==> src/rtl/match_remap_pkg.sv <==
// Shared types and helpers for the initiator match-vector remapper.
// Latency: none, declarations only.
// Backpressure: not applicable.
package match_remap_pkg;

   // Port index fields are stored at a fixed width so one entry type serves every port count.
   // The top zero-extends its narrower configuration indices into these fields.
   localparam int unsigned IDX_W = 8;

   typedef enum logic {
      MOVE = 1'b0,
      COPY = 1'b1
   } mode_e;

   typedef enum logic {
      IDLE  = 1'b0,
      DRAIN = 1'b1
   } state_e;

   typedef struct packed {
      logic             en;
      mode_e            mode;
      logic [IDX_W-1:0] source;
      logic [IDX_W-1:0] target;
   } entry_t;

   // An entry takes part only when it is enabled and both indices name a real port.
   function automatic logic entry_legal(input entry_t e, input int unsigned n_port);
      return e.en && (32'(e.source) < n_port) && (32'(e.target) < n_port);
   endfunction

   // True when a legal entry uses port p as either its source or its target.
   function automatic logic entry_touches(input entry_t e, input int unsigned n_port,
                                          input int unsigned p);
      return entry_legal(e, n_port) && ((32'(e.source) == p) || (32'(e.target) == p));
   endfunction

endpackage

==> src/rtl/match_remap_core.sv <==
// Remaps one region's initiator match vector through a table of move/copy entries.
// Latency: purely combinational.
// Backpressure: none, evaluated every cycle.
module match_remap_core
   import match_remap_pkg::*;
#(
   parameter int unsigned N_INIT_PORT = 8,
   parameter int unsigned N_ENTRY     = 4
) (
   input  logic   [N_INIT_PORT-1:0] match_i,
   input  entry_t [N_ENTRY-1:0]     entries_i,
   output logic   [N_INIT_PORT-1:0] match_o
);

   logic [N_INIT_PORT-1:0] set_vec;
   logic [N_INIT_PORT-1:0] clr_vec;
   logic                   src_hit;

   // Every entry reads the raw input, so entries never chain; set wins over clear below.
   always_comb begin
      set_vec = '0;
      clr_vec = '0;
      src_hit = 1'b0;
      for (int unsigned e = 0; e < N_ENTRY; e++) begin
         src_hit = 1'b0;
         if (entry_legal(entries_i[e], N_INIT_PORT)) begin
            for (int unsigned p = 0; p < N_INIT_PORT; p++) begin
               if (32'(entries_i[e].source) == p) begin
                  src_hit = match_i[p];
                  if (entries_i[e].mode == MOVE) begin
                     clr_vec[p] = 1'b1;
                  end
               end
            end
            for (int unsigned p = 0; p < N_INIT_PORT; p++) begin
               if ((32'(entries_i[e].target) == p) && src_hit) begin
                  set_vec[p] = 1'b1;
               end
            end
         end
      end
   end

   assign match_o = (match_i & ~clr_vec) | set_vec;

endmodule

==> src/rtl/match_remap_ctrl.sv <==
// Double-buffered remap table with drain-gated commit, feeding registered remapped match vectors.
// Latency: 1 cycle input to output; commit with no drain wait reaches the output 3 cycles after commit_i.
// Backpressure: cfg_ready_o drops while a commit drains; commit_i is ignored during a drain.
module match_remap_ctrl
   import match_remap_pkg::*;
#(
   parameter int unsigned N_INIT_PORT = 8,
   parameter int unsigned N_REGION    = 3,
   parameter int unsigned LOG_N_INIT  = 3,
   parameter int unsigned N_ENTRY     = 4,
   parameter int unsigned TIMEOUT_W   = 8
) (
   input  logic                                   clk,
   input  logic                                   rst_n,
   input  logic [N_REGION-1:0][N_INIT_PORT-1:0]   match_region_int_i,
   output logic [N_REGION-1:0][N_INIT_PORT-1:0]   match_region_int_o,
   input  logic [N_INIT_PORT-1:0]                 port_busy_i,
   input  logic                                   cfg_valid_i,
   output logic                                   cfg_ready_o,
   input  logic [$clog2(N_ENTRY)-1:0]             cfg_entry_i,
   input  logic                                   cfg_en_i,
   input  logic                                   cfg_mode_i,
   input  logic [LOG_N_INIT-1:0]                  cfg_source_i,
   input  logic [LOG_N_INIT-1:0]                  cfg_target_i,
   input  logic                                   commit_i,
   output logic                                   commit_pending_o,
   output logic                                   commit_done_o,
   output logic                                   commit_err_o
);

   state_e                               state_q, state_d;
   logic   [TIMEOUT_W-1:0]               cnt_q, cnt_d;
   entry_t [N_ENTRY-1:0]                 active_q, active_d;
   entry_t [N_ENTRY-1:0]                 shadow_q, shadow_d;
   logic   [N_REGION-1:0][N_INIT_PORT-1:0] out_q;
   logic   [N_REGION-1:0][N_INIT_PORT-1:0] remap_region;
   logic                                 done_q, done_d;
   logic                                 err_q, err_d;
   logic   [N_INIT_PORT-1:0]             affected;
   entry_t                               cfg_wr;

   assign cfg_wr = '{en:     cfg_en_i,
                     mode:   mode_e'(cfg_mode_i),
                     source: IDX_W'(cfg_source_i),
                     target: IDX_W'(cfg_target_i)};

   // One combinational remapper per region, all driven by the active table.
   for (genvar r = 0; r < N_REGION; r++) begin : g_region
      match_remap_core #(
         .N_INIT_PORT (N_INIT_PORT),
         .N_ENTRY     (N_ENTRY)
      ) u_core (
         .match_i   (match_region_int_i[r]),
         .entries_i (active_q),
         .match_o   (remap_region[r])
      );
   end

   // Ports touched by either the old or the new table must be quiet before the swap.
   always_comb begin
      affected = '0;
      for (int unsigned e = 0; e < N_ENTRY; e++) begin
         for (int unsigned p = 0; p < N_INIT_PORT; p++) begin
            if (entry_touches(active_q[e], N_INIT_PORT, p) ||
                entry_touches(shadow_q[e], N_INIT_PORT, p)) begin
               affected[p] = 1'b1;
            end
         end
      end
   end

   // Commit FSM: shadow writes and commit requests in IDLE, drain-or-timeout in DRAIN.
   always_comb begin
      state_d  = state_q;
      cnt_d    = cnt_q;
      active_d = active_q;
      shadow_d = shadow_q;
      done_d   = 1'b0;
      err_d    = 1'b0;
      unique case (state_q)
         IDLE: begin
            // A write in the commit cycle lands in the shadow before DRAIN reads it.
            if (cfg_valid_i) begin
               shadow_d[cfg_entry_i] = cfg_wr;
            end
            if (commit_i) begin
               state_d = DRAIN;
               cnt_d   = '0;
            end
         end
         DRAIN: begin
            if ((port_busy_i & affected) == '0) begin
               active_d = shadow_q;
               state_d  = IDLE;
               done_d   = 1'b1;
            end else if (cnt_q == '1) begin
               state_d = IDLE;
               err_d   = 1'b1;
            end else begin
               cnt_d = cnt_q + 1'b1;
            end
         end
         default: begin
            state_d = IDLE;
         end
      endcase
   end

   // State, tables, status pulses and the registered remapped output.
   always_ff @(posedge clk or negedge rst_n) begin
      if (!rst_n) begin
         state_q  <= IDLE;
         cnt_q    <= '0;
         active_q <= '0;
         shadow_q <= '0;
         done_q   <= 1'b0;
         err_q    <= 1'b0;
         out_q    <= '0;
      end else begin
         state_q  <= state_d;
         cnt_q    <= cnt_d;
         active_q <= active_d;
         shadow_q <= shadow_d;
         done_q   <= done_d;
         err_q    <= err_d;
         out_q    <= remap_region;
      end
   end

   assign match_region_int_o = out_q;
   assign cfg_ready_o        = (state_q == IDLE);
   assign commit_pending_o   = (state_q == DRAIN);
   assign commit_done_o      = done_q;
   assign commit_err_o       = err_q;

endmodule
==> config.mk <==
export PLATFORM = sky130hd
export DESIGN_NAME = match_remap_ctrl
export DESIGN_NICKNAME = d
export VERILOG_FILES = /design/src/rtl/match_remap_pkg.sv /design/src/rtl/match_remap_core.sv /design/src/rtl/match_remap_ctrl.sv
export SDC_FILE = /design/constraint.sdc
export NUM_CORES = 1
export LEC_CHECK = 0
export CORE_MARGIN = 1.5
export CORE_UTILIZATION = 50
export DETAILED_ROUTE_END_ITERATION = 16
export HOLD_SLACK_MARGIN = 0.06
export PLACE_DENSITY = 0.7
export REMOVE_ABC_BUFFERS = 1
export SETUP_SLACK_MARGIN = 0.1
export SLEW_MARGIN = 5
export SYNTH_ARGS = -nofsm -noshare
export SYNTH_HDL_FRONTEND = slang
export SYNTH_HIERARCHICAL = 1
export SYNTH_SLANG_ARGS = --single-unit
==> constraint.sdc <==
create_clock -name clk -period 5.7 [get_ports clk]
set_clock_uncertainty 0.2 [all_clocks]
set_input_delay 1.14 -clock clk [delete_from_list [all_inputs] [get_ports clk]]
set_output_delay 1.14 -clock clk [all_outputs]
set_load 0.01 [all_outputs]
==> results.rst <==
.. list-table::
   :header-rows: 1

   * - Metric
     - Value
   * - Starting density of the core
     - 50.7%
   * - Number of buffers added to fix hold violations after cts
     - 0
   * - Remaining global-route overflow
     - 0
   * - Number of antenna-violating nets in the routed design
     - 0
   * - Number of vias after detailed routing
     - 9219
   * - Remaining design rule violation count
     - 0
   * - Largest fanout on the critical path
     - 33
   * - Sequential fraction of the synthesis area
     - 27.4%
   * - Hold Path Cell Cnt
     - 1
   * - Cells along the critical path
     - nor2_1, a2111oi_0, nand3_1, o21ai_0, nand4_1, or4_4, nor2_8, mux2_2
   * - Antenna cells
     - 0
   * - Clock share of power
     - 12.6%
   * - Worst reg2reg path depth
     - 8
   * - Total count of max-transition violations in the final report
     - 0
   * - Number of antenna violations at the first check in global routing
     - 0
   * - Int Pwr
     - 0.00246 W
   * - TritonCTS Sinks
     - 99
   * - Worst hold path startpoint
     - shadow_q[16]
   * - Nets
     - 1194
   * - Largest net degree at the start of global routing
     - 60
   * - Setup_tns
     - 0 ns
   * - Clk_lat worst skew
     - 0.37 ns
   * - Wire length on met2
     - 13.2 mm
   * - Average routed wire per standard cell
     - 21.9 um
   * - Hold-critical path endpoint
     - active_q[16]
   * - Startpoint kind of the worst setup timing path
     - flip-flop
   * - PnR worst setup slack
     - 1.60 ns
   * - Fraction of final layout cells sized beyond drive strength 1
     - 13.0%
   * - Drt total wl
     - 30.3 mm
   * - Final GP Congestion
     - 0.948
   * - Number of buffers added by the clock tree synthesis step
     - 9
   * - Port Buffer Count
     - 73
   * - Final hold viol count
     - 0
   * - Via count of the first global-routing pass
     - 8240
   * - Sequential share of power
     - 40.6%
   * - Width of the chip
     - 138 um
   * - Status
     - completed
   * - Worst r2r src
     - active_q[8]
   * - Timing-limited maximum frequency
     - 0.244 GHz
   * - Portion of the clock cycle consumed by the worst path in the final layout
     - 71.9%
   * - Critical-path cell with the highest stage delay
     - dfrtp_1
   * - Destination of the worst register-to-register timing path
     - active_q[62]
   * - Post-cts gate resize count
     - 0
   * - Classification of the worst-slack hold path
     - reg -> reg
   * - Synth Flop Type
     - dfrtp_1
   * - Rel. slew slack
     - 27.1%
   * - Post-layout util
     - 59.1%
   * - Setup-failing EPs final
     - 0
   * - Syn Area/Cell
     - 9.09 um2
   * - Clock period minus final worst setup slack
     - 4.10 ns
   * - First-iteration detailed-routing DRC count
     - 1178
   * - Pleak
     - 4.11 nW
   * - Number of standard-cell rows in the floorplan
     - 49
   * - Number of buffers on the longest clock path
     - 2
   * - Aggregate global-route resource usage
     - 32.6%
   * - Unrepaired setup endpoints after global routing
     - false
   * - Cells after Synth
     - 996
   * - Maximum Capacitance Violations
     - 0
   * - Share of async-settable or async-resettable flops after synthesis
     - 100%
   * - Detailed-route vias per instance
     - 6.68
   * - Number of H-tree levels
     - 3
   * - Minimum setup slack among reg-to-reg paths
     - 1.60 ns
   * - Power per Cell Area
     - 469 nW/um2
   * - Dpl ws
     - 1.68 ns
   * - Signal arrival time at the worst endpoint
     - 4.15 ns
   * - Netlist Area Pre-Place
     - 9050 um2
   * - CTS tree
     - built
   * - First-pass detailed-route iteration total
     - 6
   * - Worst vdd rail ir drop
     - 0.326 mV
   * - Clock Tree Root
     - clkbuf_16
   * - Placed cell areas
     - 10300 um2
   * - Routed length on met1
     - 12.8 mm
   * - Top-level I/O count
     - 74
   * - Area added between synthesis and finish
     - 16.6%
   * - Detailed placer's ending HPWL
     - 21.1 mm
   * - CTS clk-pin slew, worst paths
     - 0.07 ns
   * - Met3 wire len
     - 3.16 mm
   * - Y dimension of the die
     - 138 um
   * - Final design instance area without fill
     - 10500 um2
   * - Top layer used by detailed routing
     - met4
   * - Combinational power share
     - 46.8%
   * - P_sw
     - 0.00249 W
   * - Global-route wire length before repair
     - 46.9 mm
   * - Crit Path Category
     - reg -> reg
   * - Core Area
     - 17800 um2
   * - Critical path's largest stage delay
     - 0.95 ns
   * - Required time at the endpoint of the critical path
     - 5.75 ns
   * - Number of distinct standard cells referenced by the synthesized netlist
     - 88
   * - Net switching share of the total power
     - 50.3%
   * - Slew at the pin closest to its max-slew limit
     - 1.09 ns
   * - Crit. End Element
     - flip-flop
   * - Synthesis warning total
     - 6
   * - Post-CTS Repair Setup Buffers
     - 0
   * - Synthesized flop and latch total
     - 99
   * - Die outline area
     - 18900 um2
   * - Number of synthesized flops with an enable pin
     - 0
registers in the layout, indices dropped and copies added (netlist names):
register            flops
active_q               32
cnt_q                   8
commit_done_o           1
commit_err_o            1
commit_pending_o        1
match_region_int_o     24
shadow_q               32
layout make-up:
class | count | area (um2)
clock inverters | 5 | 42.5
repair buffers | 84 | 811
clock buffers | 11 | 253
multi-input cells | 922 | 6560
inverters | 31 | 116
flip-flops and latches | 99 | 2480
fillers | 1614 | 7290
well taps | 229 | 287
cells by family (layout without fill, tap and decap cells):
kind of cell	Yosys count	after routing	share of synthesized area [%]
flops	99	99	27.4
fa+ha+maj	1	1	0.138
compound gates	201	201	17.5
mux	104	104	14.4
buf+inv	104	131	5.45
simple gates	486	486	35.1
other cells	1	130	0.0414
worst max-delay path: cells and delay by family (launching register included):
| family | cells | cell delay (ns) |
|---|---|---|
| DFF | 1 | 0.95 |
| muxes | 1 | 0.41 |
| and+or+nand+nor | 5 | 1.62 |
| AOI/OAI and AO/OA | 2 | 0.76 |
worst max-delay path by stage:
stage,cells after the start,start,endpoint
after global placement,7,active_q[28],active_q[28]
after global routing,8,active_q[56],active_q[28]
after CTS,7,active_q[28],active_q[62]
after detailed placement,7,active_q[28],active_q[62]
final,8,active_q[8],active_q[62]
after floorplan,7,active_q[45],active_q[63]
power groups by stage:
stage	clock network, W	registers [W]	logic [W]
final	0.000622	0.00201	0.00232
after global placement	0	0.00194	0.00224
after global routing	0.000665	0.00205	0.00249
after detailed placement	0	0.00197	0.00227
after floorplan	0	0.00165	0.00163
after CTS	0.000638	0.00195	0.00228
cells in the final DEF, fill, tap and decap left out, drive strengths merged, types with 21 or more instances in the layout:
| cell type | count |
|---|---|
| o21ai | 21 |
| nand3 | 35 |
| dfrtp | 99 |
| mux2i | 24 |
| nor2 | 59 |
| nand4b | 44 |
| nor2b | 23 |
| nor3 | 36 |
| a21oi | 22 |
| nand2 | 64 |
| inv | 34 |
| nand4 | 47 |
| clkdlybuf4s50 | 72 |
| nor4b | 22 |
| conb | 130 |
| nor4bb | 31 |
| mux2 | 76 |
per-stage QoR:
step / hold slack [ns] / cells / power (W)
floorplan: 0.276 / 1052 / 0.00328
global placement: 0.291 / 1365 / 0.00419
detailed placement: 0.290 / 1365 / 0.00423
CTS: 0.306 / 1381 / 0.00486
global route: 0.307 / 1381 / 0.00521
finish: 0.301 / 1381 / 0.00495
per-layer routing:
| metal | vias up | global-route usage, % |
|---|---|---|
| li1 | 4147 | - |
| met1 | 4363 | 46.6 |
| met2 | 609 | 47.6 |
| met3 | 100 | 6.25 |
| met4 | 0 | 14.4 |
| met5 | - | 0 |
Yosys cell counts (all sizes together) (20+ instances only):
master   n  area [um2]
nor4b   22         220
dfrtp   99        2480
a31oi   20         125
nor2    59         243
mux2i   24         240
clkbuf  49         193
buf     24         184
o21ai   21         105
nand2   64         240
inv     31         116
nand4   47         294
nand4b  44         392
nor2b   23         144
a21oi   22         121
nand3   35         175
nor3    36         180
nor4bb  31         310
mux2    76         968
Power figures use the tool's default switching activity.
